$ cat config.mk
export PLATFORM = sky130hd
export DESIGN_NAME = move_validator
export DESIGN_NICKNAME = d
export VERILOG_FILES = /design/src/rtl/othello_pkg.sv /design/src/rtl/pos_stepper.sv /design/src/rtl/move_validator.sv
export SDC_FILE = /design/constraint.sdc
export NUM_CORES = 1
export LEC_CHECK = 0
export CAP_MARGIN = 20
export CORE_MARGIN = 2
export CORE_UTILIZATION = 59
export CTS_CLUSTER_SIZE = 20
export DETAILED_ROUTE_END_ITERATION = 10
export PLACE_DENSITY = 0.86
export SLEW_MARGIN = 0
export SYNTH_ARGS = -nofsm -noshare
export SYNTH_HDL_FRONTEND = slang
export SYNTH_SLANG_ARGS = --single-unit
$ cat constraint.sdc
create_clock -name clock -period 6.3 [get_ports clock]
set_clock_uncertainty 0.15 [all_clocks]
set_input_delay 0.63 -clock clock [delete_from_list [all_inputs] [get_ports clock]]
set_output_delay 0.63 -clock clock [all_outputs]
set_load 0.02 [all_outputs]
$ cat src/rtl/othello_pkg.sv
// Shared Othello definitions: cell encoding, direction delta tables, validator FSM states.
// Cell-colour helpers keep the player-to-colour mapping in one place.
package othello_pkg;

  localparam logic [1:0] CELL_EMPTY = 2'b00;
  localparam logic [1:0] CELL_BLACK = 2'b01;
  localparam logic [1:0] CELL_WHITE = 2'b10;
  localparam logic [1:0] CELL_INV   = 2'b11;

  // Deltas as 2-bit two's complement (2'b11 = -1), order N, NE, E, SE, S, SW, W, NW.
  localparam logic [1:0] DROW [8] = '{2'b11, 2'b11, 2'b00, 2'b01, 2'b01, 2'b01, 2'b00, 2'b11};
  localparam logic [1:0] DCOL [8] = '{2'b00, 2'b01, 2'b01, 2'b01, 2'b00, 2'b11, 2'b11, 2'b11};

  typedef enum logic [2:0] {
    IDLE,
    ORIG_RD,
    ORIG_CHK,
    DIR_SETUP,
    PROBE_RD,
    PROBE_CHK,
    DIR_NEXT,
    FINISH
  } state_t;

  function automatic logic [1:0] own_of(input logic player);
    return player ? CELL_WHITE : CELL_BLACK;
  endfunction

  function automatic logic [1:0] opp_of(input logic player);
    return player ? CELL_BLACK : CELL_WHITE;
  endfunction

endpackage

$ cat src/rtl/pos_stepper.sv
// One-square step from (row, col) in direction dir, with board-edge detection.
// Shared by the move validator and the flipper.
module pos_stepper
  import othello_pkg::*;
#(
  parameter int BOARD_N = 8,
  parameter int IDX_W   = $clog2(BOARD_N)
) (
  input  logic [IDX_W-1:0] row,
  input  logic [IDX_W-1:0] col,
  input  logic [2:0]       dir,
  output logic [IDX_W-1:0] next_row,
  output logic [IDX_W-1:0] next_col,
  output logic             in_bounds
);

  localparam logic [IDX_W:0] N_EXT = (IDX_W+1)'(BOARD_N);

  logic [IDX_W:0] r_s;
  logic [IDX_W:0] c_s;

  // A step to -1 wraps to a large unsigned value, so one compare against
  // BOARD_N rejects both edges without ever forming a wrapped address.
  always_comb begin
    r_s       = {1'b0, row} + {{(IDX_W-1){DROW[dir][1]}}, DROW[dir]};
    c_s       = {1'b0, col} + {{(IDX_W-1){DCOL[dir][1]}}, DCOL[dir]};
    in_bounds = (r_s < N_EXT) && (c_s < N_EXT);
    next_row  = r_s[IDX_W-1:0];
    next_col  = c_s[IDX_W-1:0];
  end

endmodule

$ cat src/rtl/move_validator.sv
// Full-move legality checker: walks all 8 directions from an empty origin and
// reports capturing directions, total flips and an overall legal flag.
module move_validator
  import othello_pkg::*;
#(
  parameter int BOARD_N = 8,
  parameter int IDX_W   = $clog2(BOARD_N),
  parameter int ADDR_W  = $clog2(BOARD_N*BOARD_N),
  parameter int CNT_W   = $clog2(8*(BOARD_N-2)+1)
) (
  input  logic              clock,
  input  logic              reset,
  input  logic              start,
  input  logic              player,
  input  logic              find_any,
  input  logic [IDX_W-1:0]  row_in,
  input  logic [IDX_W-1:0]  col_in,
  output logic              busy,
  output logic              done,
  output logic              legal,
  output logic [7:0]        dir_mask,
  output logic [CNT_W-1:0]  flip_count,
  output logic [ADDR_W-1:0] mem_addr,
  output logic              mem_rden,
  input  logic [1:0]        mem_data,
  output state_t            state_dbg
);

  // Handshake: start is taken only in IDLE (ignored otherwise); busy rises the
  // cycle after acceptance; done pulses one cycle as busy falls; results hold
  // until the next accepted start. mem_data answers a mem_rden one cycle later.

  state_t             state, state_d;
  logic [2:0]         dir, dir_d;
  logic [IDX_W-1:0]   org_row, org_row_d, org_col, org_col_d;
  logic [IDX_W-1:0]   pos_row, pos_row_d, pos_col, pos_col_d;
  logic [CNT_W-1:0]   run, run_d;
  logic               player_q, player_d;
  logic               find_any_q, find_any_d;
  logic               busy_d, done_d, legal_d, mem_rden_d;
  logic [7:0]         dir_mask_d;
  logic [CNT_W-1:0]   flip_count_d;
  logic [ADDR_W-1:0]  mem_addr_d;

  logic [IDX_W-1:0]   step_row, step_col, nxt_row, nxt_col;
  logic               nxt_in;
  logic [1:0]         own_cell, opp_cell;

  function automatic logic [ADDR_W-1:0] addr_of(input logic [IDX_W-1:0] r,
                                                input logic [IDX_W-1:0] c);
    return ADDR_W'(r) * ADDR_W'(BOARD_N) + ADDR_W'(c);
  endfunction

  // DIR_SETUP steps from the origin; PROBE_CHK steps from the current probe.
  assign step_row  = (state == DIR_SETUP) ? org_row : pos_row;
  assign step_col  = (state == DIR_SETUP) ? org_col : pos_col;
  assign own_cell  = own_of(player_q);
  assign opp_cell  = opp_of(player_q);
  assign state_dbg = state;

  pos_stepper #(.BOARD_N(BOARD_N), .IDX_W(IDX_W)) u_step (
    .row       (step_row),
    .col       (step_col),
    .dir       (dir),
    .next_row  (nxt_row),
    .next_col  (nxt_col),
    .in_bounds (nxt_in)
  );

  always_ff @(posedge clock or negedge reset) begin
    if (!reset) begin
      state      <= IDLE;
      dir        <= '0;
      org_row    <= '0;
      org_col    <= '0;
      pos_row    <= '0;
      pos_col    <= '0;
      run        <= '0;
      player_q   <= 1'b0;
      find_any_q <= 1'b0;
      busy       <= 1'b0;
      done       <= 1'b0;
      legal      <= 1'b0;
      dir_mask   <= '0;
      flip_count <= '0;
      mem_addr   <= '0;
      mem_rden   <= 1'b0;
    end else begin
      state      <= state_d;
      dir        <= dir_d;
      org_row    <= org_row_d;
      org_col    <= org_col_d;
      pos_row    <= pos_row_d;
      pos_col    <= pos_col_d;
      run        <= run_d;
      player_q   <= player_d;
      find_any_q <= find_any_d;
      busy       <= busy_d;
      done       <= done_d;
      legal      <= legal_d;
      dir_mask   <= dir_mask_d;
      flip_count <= flip_count_d;
      mem_addr   <= mem_addr_d;
      mem_rden   <= mem_rden_d;
    end
  end

  always_comb begin
    state_d      = state;
    dir_d        = dir;
    org_row_d    = org_row;
    org_col_d    = org_col;
    pos_row_d    = pos_row;
    pos_col_d    = pos_col;
    run_d        = run;
    player_d     = player_q;
    find_any_d   = find_any_q;
    busy_d       = busy;
    done_d       = 1'b0;
    legal_d      = legal;
    dir_mask_d   = dir_mask;
    flip_count_d = flip_count;
    mem_addr_d   = mem_addr;
    mem_rden_d   = 1'b0;

    case (state)
      IDLE: begin
        if (start) begin
          org_row_d    = row_in;
          org_col_d    = col_in;
          player_d     = player;
          find_any_d   = find_any;
          dir_mask_d   = '0;
          flip_count_d = '0;
          legal_d      = 1'b0;
          busy_d       = 1'b1;
          mem_addr_d   = addr_of(row_in, col_in);
          mem_rden_d   = 1'b1;
          state_d      = ORIG_RD;
        end
      end
      ORIG_RD: state_d = ORIG_CHK;
      ORIG_CHK: begin
        if (mem_data != CELL_EMPTY) begin
          state_d = FINISH;
        end else begin
          dir_d   = 3'd0;
          state_d = DIR_SETUP;
        end
      end
      DIR_SETUP: begin
        run_d = '0;
        if (nxt_in) begin
          pos_row_d  = nxt_row;
          pos_col_d  = nxt_col;
          mem_addr_d = addr_of(nxt_row, nxt_col);
          mem_rden_d = 1'b1;
          state_d    = PROBE_RD;
        end else begin
          state_d = DIR_NEXT;
        end
      end
      PROBE_RD: state_d = PROBE_CHK;
      PROBE_CHK: begin
        state_d = DIR_NEXT;
        case (mem_data)
          CELL_BLACK, CELL_WHITE: begin
            if (mem_data == opp_cell) begin
              run_d = run + CNT_W'(1);
              if (nxt_in) begin
                pos_row_d  = nxt_row;
                pos_col_d  = nxt_col;
                mem_addr_d = addr_of(nxt_row, nxt_col);
                mem_rden_d = 1'b1;
                state_d    = PROBE_RD;
              end
            end else if (mem_data == own_cell && run != '0) begin
              dir_mask_d[dir] = 1'b1;
              flip_count_d    = flip_count + run;
              legal_d         = 1'b1;
            end
          end
          CELL_EMPTY, CELL_INV: state_d = DIR_NEXT;
          default: state_d = DIR_NEXT;
        endcase
      end
      DIR_NEXT: begin
        if (dir == 3'd7 || (find_any_q && legal)) begin
          state_d = FINISH;
        end else begin
          dir_d   = dir + 3'd1;
          state_d = DIR_SETUP;
        end
      end
      FINISH: begin
        done_d  = 1'b1;
        busy_d  = 1'b0;
        state_d = IDLE;
      end
      default: state_d = IDLE;
    endcase
  end

endmodule

; ---- Word-level counts from Yosys, hierarchy flattened
; Memories as Yosys holds them, arrays and structs flattened.
; Cells that the tools add are included.
[totals]
out_inout_bits = 27
mem_bits_ro = 32
wordCells = 133
memories = 2
register_bits = 50
[mem_list]
columns = memory, depth, width, read_ports, rd_ports_with_merged_regs, write_ports, line
row1 = (name not given), 8, 2, 1, 0, 0, pos_stepper.sv:26  ; c_s = {1'b0, col} + {{(IDX_W-1){DCOL[dir][1]}}, DCOL[dir]};
row2 = (name not given), 8, 2, 1, 0, 0, pos_stepper.sv:25  ; r_s = {1'b0, row} + {{(IDX_W-1){DROW[dir][1]}}, DROW[dir]};
[op_classes]
bitwise = 2
eq_ne = 20
mux = 59
magnitude_cmp = 5
reduce_logical = 22
add_sub_neg = 7
[ops]
columns = operator, count
row1 = 6-bit 2-to-1 mux, 10
row2 = 3-bit 2-to-1 mux, 13
row3 = 8-bit 2-to-1 mux, 4
row4 = 3-bit case mux with 2 select lines, 4
row5 = 3-bit case mux with 8 select lines, 1
row6 = 6-bit case mux with 2 select lines, 2
row7 = 6-bit case mux with 3 select lines, 1
row8 = 2-bit 2-to-1 mux, 8
row9 = 8-bit case mux with 2 select lines, 1
row10 = 3-bit == test (second input constant), 5
row11 = 2-bit inequality test (second input constant), 7
row12 = 6-bit by 3-bit adder with 6-bit output, 2
row13 = 1-bit 2-to-1 mux, 11
row14 = 2-bit nonzero test, 5
row15 = 3-bit by 4-bit adder with 4-bit output, 2
row16 = 4-bit less-than comparator (second input constant), 2
row17 = 8-bit bitwise OR, 1
row18 = 6-bit by 1-bit adder with 6-bit output (second input constant), 1
row19 = 6-bit adder, 1
row20 = 3-bit by 2-bit == test with 1-bit output (second input constant), 2
row21 = 3-bit AND reduction, 2
row22 = 6-bit nonzero test, 1
row23 = 5-bit AND reduction, 1
row24 = 2-bit == test, 2
row25 = 19 further kinds, 26

; ---- Logic depth before layout (Yosys ltp)
; Gate-level depths: netlist (run 1).
[logic_depth]
word_depth = 11
ltp_mapped = 12
ltp_nobuf = 10

; ---- Cells and area by module
; Synthesis (run 1) repeated with hierarchy kept, for this count alone.
[unflattened]
hier_cells = 288
area_unflattened_um2 = 2817.7
[modules_own_cells]
columns = module, area_per_inst_um2, cells_per_inst, n_inst
row1 = move_validator, 2578.7, 261, 1
row2 = pos_stepper, 239.0, 27, 1

; ---- Worst setup path before layout (run 1)
; No wires, ideal clock.
[synth_timing]
path_type = flip-flop to flip-flop
start = register state[2], in the netlist state_dbg[2]
end = register mem_addr[0]
t_required_ns = 6.025
arrival_time_ns = 2.443
setup_time_ns = 0.125
setup_slack_ns = 3.582
synth_period_minus_slack_ns = 2.718
path_buffers = 2
stages_incl_launch_ff = 12
cell_sequence = dfrtp_1 -> buf_4 -> nand3b_1 -> nand2_1 -> nand2_1 -> ha_1 -> and4_1 -> o21ai_0 -> nand4_2 -> o21a_1 -> buf_6 -> mux2_4
[synth_between]
elab_chain_cells = 9
elab_cells_between_ends = 20
[synth_lines]
columns = element, line
row1 = from (decl), move_validator.sv:33  ; state_t state, state_d;
row2 = from (signal assigned), move_validator.sv:89  ; state <= state_d;
row3 = branches (longest 9 deep; another with 6-bit by 3-bit adder with 6-bit output), -
row4 = to (signal assigned), move_validator.sv:103  ; mem_addr <= mem_addr_d;
row5 = to (decl), move_validator.sv:23  ; output logic [ADDR_W-1:0] mem_addr,
; Several ways; the timed one is not identified. The select of a mux whose other input is x is not followed.
; A chain may end at the register's enable or synchronous reset.

; ---- Final worst setup path (run 1)
[layout_timing]
start = register state[2], in the netlist state_dbg[2]
end = register pos_col[2]
[layout_between]
elab_chain_cells = 9
elab_cells_between_ends = 17
[layout_lines]
columns = element, line
row1 = 3-bit by 2-bit == test with 1-bit output, "move_validator.sv:55, move_validator.sv:56, move_validator.sv:126"
row2 = 3-bit 2-to-1 mux (on tied branches), "move_validator.sv:55, move_validator.sv:56"
row3 = 3-bit by 4-bit adder with 4-bit output (on tied branches), "pos_stepper.sv:25, pos_stepper.sv:26"
row4 = 4-bit less-than comparator, pos_stepper.sv:27  ; in_bounds = (r_s < N_EXT) && (c_s < N_EXT);
row5 = 1-bit logical AND, pos_stepper.sv:27
row6 = 3-bit 2-to-1 mux, "move_validator.sv:153, move_validator.sv:170"
row7 = 3-bit 2-to-1 mux, move_validator.sv:168  ; if (mem_data == opp_cell) begin
row8 = 3-bit 2-to-1 mux, move_validator.sv:166  ; case (mem_data)
row9 = 3-bit case mux with 2 select lines, move_validator.sv:126  ; case (state)
row10 = to (signal assigned), move_validator.sv:94  ; pos_col <= pos_col_d;
row11 = to (decl), move_validator.sv:36  ; logic [IDX_W-1:0] pos_row, pos_row_d, pos_col, pos_col_d;
; Several ways; a longest one is shown, not always the timed one. The select of a mux whose other input is x is not followed.

==> results of run 1 <==
-- state kept, by name (all words and copies together) (netlist names), 3 cells and up --
signal,flops
mem_addr,6
flip_count,6
org_col,3
pos_row,3
pos_col,3
dir_mask,8
state_dbg,3
org_row,3
run,6
dir,3
-- per-layer routing --
layer	track usage (%)	up-vias	wire length, um
li1	-	1066	-
met1	32.0	1091	2570
met2	38.7	69	3060
met3	4.80	10	269
met4	8.69	0	104
met5	0	-	0
-- how the worst max path moves through the flow --
| stage | from | to | slack [ps] | cells past startpoint |
|---|---|---|---|---|
| after floorplan | state_dbg[2] | mem_addr[0] | 3580 | 11 |
| after global placement | mem_data[0] | pos_row[0] | 3200 | 7 |
| after detailed placement | mem_data[0] | pos_col[2] | 3070 | 7 |
| after CTS | state_dbg[2] | pos_col[2] | 3190 | 9 |
| after global routing | state_dbg[2] | pos_row[0] | 3000 | 9 |
| final | state_dbg[2] | pos_col[2] | 3140 | 9 |
-- logic make-up (layout without fill, tap and decap cells) --
kind of cell,Yosys count,in the layout,synth area share (%)
and+or+nand+nor,106,106,17.9
adders and majority gates,17,17,7.68
DFF,50,50,43.6
muxes,24,24,11.2
AOI/OAI and AO/OA,49,49,11.4
xor gates and xnor gates,13,13,3.97
buffers and inverters,25,62,4.19
-- critical path: cells and delay by family (launching register included) --
| family | cells | cell delay, ps |
|---|---|---|
| and+or+nand+nor | 6 | 1470 |
| DFF | 1 | 590 |
| muxes | 1 | 390 |
| adders and majority gates | 1 | 230 |
| AOI/OAI and AO/OA | 1 | 210 |
-- final cells by class --
type / count / area, sq um
multi-input combinational: 209 / 1500
clock inverter: 1 / 5.00
inverter: 12 / 45.0
sequential: 50 / 1250
tap: 54 / 67.6
fill: 354 / 1320
clock buffer: 7 / 86.3
timing repair buffer: 42 / 420
-- metrics by stage --
| stage | instances | util (%) | cell area, sq um | total power, mW |
|---|---|---|---|---|
| after floorplan | 284 | - | 2870 | 1.13 |
| after global placement | 366 | 69.6 | 3270 | 1.33 |
| after detailed placement | 366 | 69.6 | 3270 | 1.36 |
| after CTS | 374 | 71.5 | 3360 | 1.55 |
| after global routing | 375 | 72.0 | 3380 | 1.66 |
| final | 375 | 72.0 | 3380 | 1.55 |
-- cell usage after synthesis (4+ instances only) --
cell	instances	area [sq um]
dfrtp_1	50	1250
clkbuf_1	8	30.0
and3_1	4	25.0
mux2i_1	4	40.0
nand2_1	46	173
a21oi_1	7	35.0
a22o_1	5	43.8
nand2b_1	6	37.5
mux2_4	12	180
ha_1	16	200
nor2_1	23	86.3
mux2_2	7	78.8
nand3_1	4	20.0
a31oi_1	5	31.3
a21o_1	7	52.6
xnor2_1	4	35.0
xor2_1	9	78.8
o21ai_0	12	60.1
inv_1	12	45.0
-- power breakdown --
part           total [mW]  internal (mW)  switching, mW
clock network       0.194         0.0888          0.105
logic               0.795          0.408          0.388
registers           0.564          0.427          0.137
total                1.55          0.923          0.631
==> metrics list, run 1 <==
- Number of failing setup endpoints in the final timing report: 0
- Portion of the post-synthesis area used by sequential elements: between 40% and 50%
- Number of hold-slack violations in the final timing report: 0
* # H-tree levels: 2
* Power per standard cell area: around 460 nW/um^2
- In the synthesized netlist the dominant register cell turns out to be dfrtp_1.
* Data required time of the worst path: ~6300 ps
- Data arrives at the worst endpoint at between 3000 and 4000 ps.
* Clock buffer count from CTS: 5
- Before CTS, the worst setup slack after placement is ~3100 ps.
- Most used cells in the layout excluding fill and tap cells: dfrtp_1, nand2_1, clkdlybuf4s50_1
- Post-DP HPWL: roughly 4.3 mm
- In the routed design, unresolved DRC markers number 0.
- Initial core utilization: ~61%
- Global-route wire length before repair: 9.80 mm
- The via count of the first global-routing pass is 2108.
- Number of unique standard cell types used by synthesis: 45
* FF+latch count, synth: 50
- CTS sink count: 50
* Number of antenna violations at the first check in global routing: 0
* Count of instances resized after the clock tree is built: 0
- Clock tree root driver cell: clkbuf_8
- DR pass1 iterations: 5
- WHS: between 30 and 40 ps
- Dividing the detail-routed via count by the number of cells gives a little under 6.
* Mean instance size in the synthesized netlist: slightly above 10 sq um
- Drt first-iter violations: 118
- Final Max Slew Viols: 0
* CP max-delay cell: dfrtp_1
- RePlAce Congestion: a little over 0.8
- The run finished with clean final reports.
- In this run the post-CTS setup repair buffer count came out at 0.
- Compared with the post-synthesis result, the final layout area differs by 17.8%.
* Worst hold path type: input port to async pin
- For this block, the via count after detailed routing is approximately 2200.
* GRT Residual Overflow: 0
- In this run the critical register-to-register path is launched from state_dbg[2].
- Synthesis produced a netlist with a net count of 314.
* Worst reg2reg setup slack: approximately 3100 ps
* Average routed wire per standard cell: between 15 and 20 um
- Worst reg2reg path depth: 9
- For this run, asynchronously set or reset flops after synthesis account for between 90% and 100%.
- In the final timing run, aggregate negative setup slack is 0 ps.
- Number of enable-type register cells in the synthesized netlist: 0
* Worst slew margin: roughly 60%
- The die covers around 5400 sq um.
- For the pin with the worst max-slew slack, the measured transition is 573 ps.
- The net count of the finished layout is 350.
- 0 antenna diodes ended up in the layout.
- Port Buf Inserts: 39
* Largest net degree at the start of global routing: 51
* Cell breakdown of the critical path: nand3b_1 -> nand2_1 -> nand2_1 -> ha_1 -> and4_1 -> o21ai_0 -> nand4_2 -> nand2b_1 -> mux2_4
* Final critical-path share of the clock period: between 50% and 60%
* Area of the mapped netlist: between 2000 and 3000 sq um
- The cell that appears most often on the critical path is nand2_1.
- Proportion of layout cells with a drive suffix above 1: roughly a tenth
* Maximum fanout encountered on the critical timing path: 18
* Tot GR Track Use: 24.0%
* Time the final worst path needs with I/O delays and setup: approximately 3200 ps
- Core outline area: roughly 4700 sq um
- Measured along the x axis, the die boundary spans 73.7 um.
* Cell Rows: 25
* Clk Latency, worst-skew pair: roughly 300 ps
- Unrepaired setup endpoints after global routing: no
* Post-DRT Antenna Nets: 0
- TritonCTS clock tree: done
- The longest clock path from root to sink contains 2 buffers.
- The die is 73.7 um tall.
- In this run the static leakage power is around 1.7 nW.
- I/O pin total: 40
- The tool flagged a number of max-cap violations equal to 0.
- Highest clock rate: roughly 0.32 GHz
- STA classifies the critical path startpoint as a flip-flop.
- Worst setup path category: flip-flop to flip-flop
- The number of hold buffers added after CTS was 0.
* Worst ir drop on vdd: just under 0.3 mV
- Nature of the critical path endpoint: flip-flop
* Largest stage delay on the critical path: around 590 ps
* Reg clk slew, reported paths: 90 ps
- The Yosys step of the flow raised 0 warnings.
- Leaving out fill and tap cells, the most frequent cell in the layout is dfrtp_1.
- Synthesized instance count: 284
- Smallest setup slack after layout: ~3100 ps
- Wires add up to around 6.0 mm.
* Reg2reg end: pos_col[2]
Power figures use the tool's default switching activity.
==> inputs of run 2 (changes only) <==
--- a/config.mk
+++ b/config.mk
@@ -7,10 +7,10 @@
 export LEC_CHECK = 0
 export CAP_MARGIN = 20
 export CORE_MARGIN = 2
-export CORE_UTILIZATION = 59
+export CORE_UTILIZATION = 49
 export CTS_CLUSTER_SIZE = 20
 export DETAILED_ROUTE_END_ITERATION = 10
-export PLACE_DENSITY = 0.86
+export PLACE_DENSITY = 0.77
 export SLEW_MARGIN = 0
 export SYNTH_ARGS = -nofsm -noshare
 export SYNTH_HDL_FRONTEND = slang
==> constraint.sdc (replaced) <==
create_clock -name clock -period 2.65 [get_ports clock]
set_clock_uncertainty 0.15 [all_clocks]
set_input_delay 0.265 -clock clock [delete_from_list [all_inputs] [get_ports clock]]
set_output_delay 0.265 -clock clock [all_outputs]
set_load 0.02 [all_outputs]
==> run 2 against run 1 <==
Against the previous run: sequential cell count did not move; maximum frequency rose by 25%; clock power rose to 2.9 times the previous value; die area rose by 19%; worst setup slack got worse by 3000 ps; total power rose to 2.6 times the previous value; non-clock buffer count rose by 19; count of clock-buffer cells in the layout fell by 1; utilization fell by 7.0 points; first-iteration DRC count fell by 20%; worst hold slack improved by 300 ps; critical path type unchanged; critical endpoint is now mem_addr[2]; largest power group unchanged; highest routed layer unchanged.
==> metrics list, run 2 (synthesized netlist as in run 1, its figures left out) <==
- Total Nets Final: between 300 and 400
- CTS sink count: 50
* Largest net degree at the start of global routing: 29
- Worst slew margin: a little over half
* Reg2reg end: mem_addr[2]
* Worst ir drop on vdd: ~0.62 mV
- Leaving out fill and tap cells, the most frequent cell in the layout is dfrtp_1.
- CTS placed an instance of clkbuf_8 at the clock tree root.
* Power per standard cell area: approximately 1100 nW/um^2
* Vias in the first global route: roughly 2200
* Number of failing setup endpoints in the final timing report: 0
- Final Max Slew Viols: 0
- Compared with the post-synthesis result, the final layout area differs by 26.3%.
- Flip-flop count of the largest register after layout: 8
- The flow ran to the end, and the final reports show no timing, DRC or antenna violations.
- Maximum buffer depth of the clock tree: 2
* Unrepaired setup endpoints after global routing: no
- The worst setup path is launched from a flip-flop.
- TritonCTS created 5 clock buffers.
* Vias after detailed routing: between 2000 and 2500
- The largest individual stage delay along the critical path comes from the cell dfrtp_2.
- The most critical setup path has its endpoint at mem_addr[2].
- Highest clock rate: between 0.3 and 0.4 GHz
- RePlAce Congestion: between 0.8 and 0.9
- The detail route stage leaves a number of antenna-violating nets equal to 0.
- Count of maximum capacitance violations: 0
- In the layout the commonest cells are dfrtp_1, nand2_1, clkdlybuf4s50_1.
- Filler-free cell count of the finished design: 411
- After clock tree synthesis, the clock-pin slew on the worst setup and hold paths is 90 ps.
- Number of antenna violations at the first check in global routing: 0
* # H-tree levels: 2
- In the final layout, the share of cells above drive strength 1 is 16.8%.
- Maximum fanout encountered on the critical timing path: 8
- Once detailed placement completed, the half-perimeter wirelength came to about 4.5 mm.
* DR pass1 iterations: 4
- GRT Residual Overflow: 0
* Nature of the critical path endpoint: flip-flop
* Number of hold-slack violations in the final timing report: 0
- Via/cell ratio: around 5.3
- Worst reg2reg path depth: 10
- Pin placement for this block handled 40 I/O pins.
* Cell Rows: 27
* Number of inserted diodes: 0
- The first global-routing pass estimated roughly 10 mm of wire.
- In this run the register-to-register setup slack is ~130 ps.
- Cell seen most often among critical-path stages: xor2_1
* Post-CTS setup buffer count: 0
- Data required time of the worst path: around 2700 ps
- Cell breakdown of the critical path: nand3b_1 -> buf_6 -> mux2i_4 -> xor2_1 -> ha_1 -> nor2_1 -> a21oi_2 -> xor2_1 -> mux2_2 -> mux2_4
- Port Buf Inserts: 39
* CP Launch Point: state_dbg[2]
- The final critical path takes up a little over nine tenths of the cycle.
- For this run, design rule violations remaining after detail routing come to 0.
- Initial core utilization: 51.4%
- The worst hold path belongs to the class flip-flop to flip-flop.
* Drt first-iter violations: 94
* Biggest register: dir_mask
- Average routed wire per standard cell: between 10 and 15 um
- Count of fill cells added during filler insertion: ~480
- The die is 80.5 um tall.
- Die Wd: between 80 and 90 um
- Summed over all failing endpoints, the final setup total negative slack is 0 ps.
* Core outline area: 5570 sq um
- Die Area: around 6500 sq um
- The largest single stage delay on the critical path is between 400 and 500 ps.
- Time the final worst path needs with I/O delays and setup: approximately 2500 ps
- Slew at the pin with the worst max-slew slack: roughly 680 ps
* Clk Latency, worst-skew pair: 310 ps
* Tot GR Track Use: about a fifth
- In this run the critical register-to-register path is launched from state_dbg[2].
- Counting tap cells, the placed design contains a total of 403 instances.
- Arr. time, crit path: about 2600 ps
* Worst setup path category: flip-flop to flip-flop
* Reported leakage power: 1.81 nW
- For this block, the routed nets add up to roughly 6.0 mm of wire.
* TritonCTS clock tree: done
## run 2: final cells by class
class	count	area [sq um]	share of cell area, %
Tap cell	72	90.1	2.49
Clock inverter	1	30.0	0.829
Sequential cell	50	1250	34.6
Clock buffer	6	82.6	2.28
Timing Repair Buffer	61	594	16.4
Multi-Input combinational cell	209	1530	42.1
Inverter	12	45.0	1.24
## run 2: how the worst min path moves through the flow
stage / startpoint / end / slack, ps / depth (start not counted)
after floorplan: reset / busy / -180 / 0
after global placement: reset / dir_mask[4] / 180 / 1
after detailed placement: reset / dir_mask[4] / 180 / 1
after CTS: player / player_q / 330 / 3
after global routing: player / player_q / 340 / 3
final: flip_count[5] / flip_count[5] / 340 / 1
## run 2: worst max-delay path, delay by kind of cell (launching register included)
family | cells | cell delay (ps)
compound gates | 1 | 70
xor+xnor | 2 | 330
fa+ha+maj | 1 | 220
buf+inv | 1 | 180
flops | 1 | 420
mux | 3 | 710
simple gates | 2 | 340
## run 2: stage by stage
| stage | total power [mW] | setup WS (ps) | utilization (%) | hold WS, ps | cell area [sq um] |
|---|---|---|---|---|---|
| 3_5_place_dp | 3.46 | 46.9 | 62.2 | 184 | 3470 |
| 4_1_cts | 4.03 | 22.1 | 64.4 | 335 | 3590 |
| 2_1_floorplan | 2.70 | 15.4 | - | -181 | 2870 |
| 3_3_place_gp | 3.39 | 69.2 | 62.2 | 177 | 3470 |
| 5_1_grt | 4.36 | 12.8 | 65.0 | 344 | 3620 |
| 6_report | 4.04 | 127 | 65.0 | 341 | 3620 |
## run 2: power breakdown
part	switching [mW]	leakage, nW	internal [mW]
Combinational	1.07	1.11	1.17
Sequential	0.230	0.647	1.02
Clock	0.251	0.0573	0.302
Total	1.55	1.81	2.49
## run 2: what timing repair did
item	CTS	global route
hold buffers	1	0
gates resized for setup	0	7
hold endpoints to repair	27	0
setup endpoints to repair	0	2
## run 2: layer usage
layer  global-route usage, %  up-vias  routed length [um]
met5                       0        -                   0
met4                    5.93        0                  75
met3                    4.27        6                 153
met2                    33.3       30                2870
met1                    27.4     1064                2890
li1                        -     1096                   -
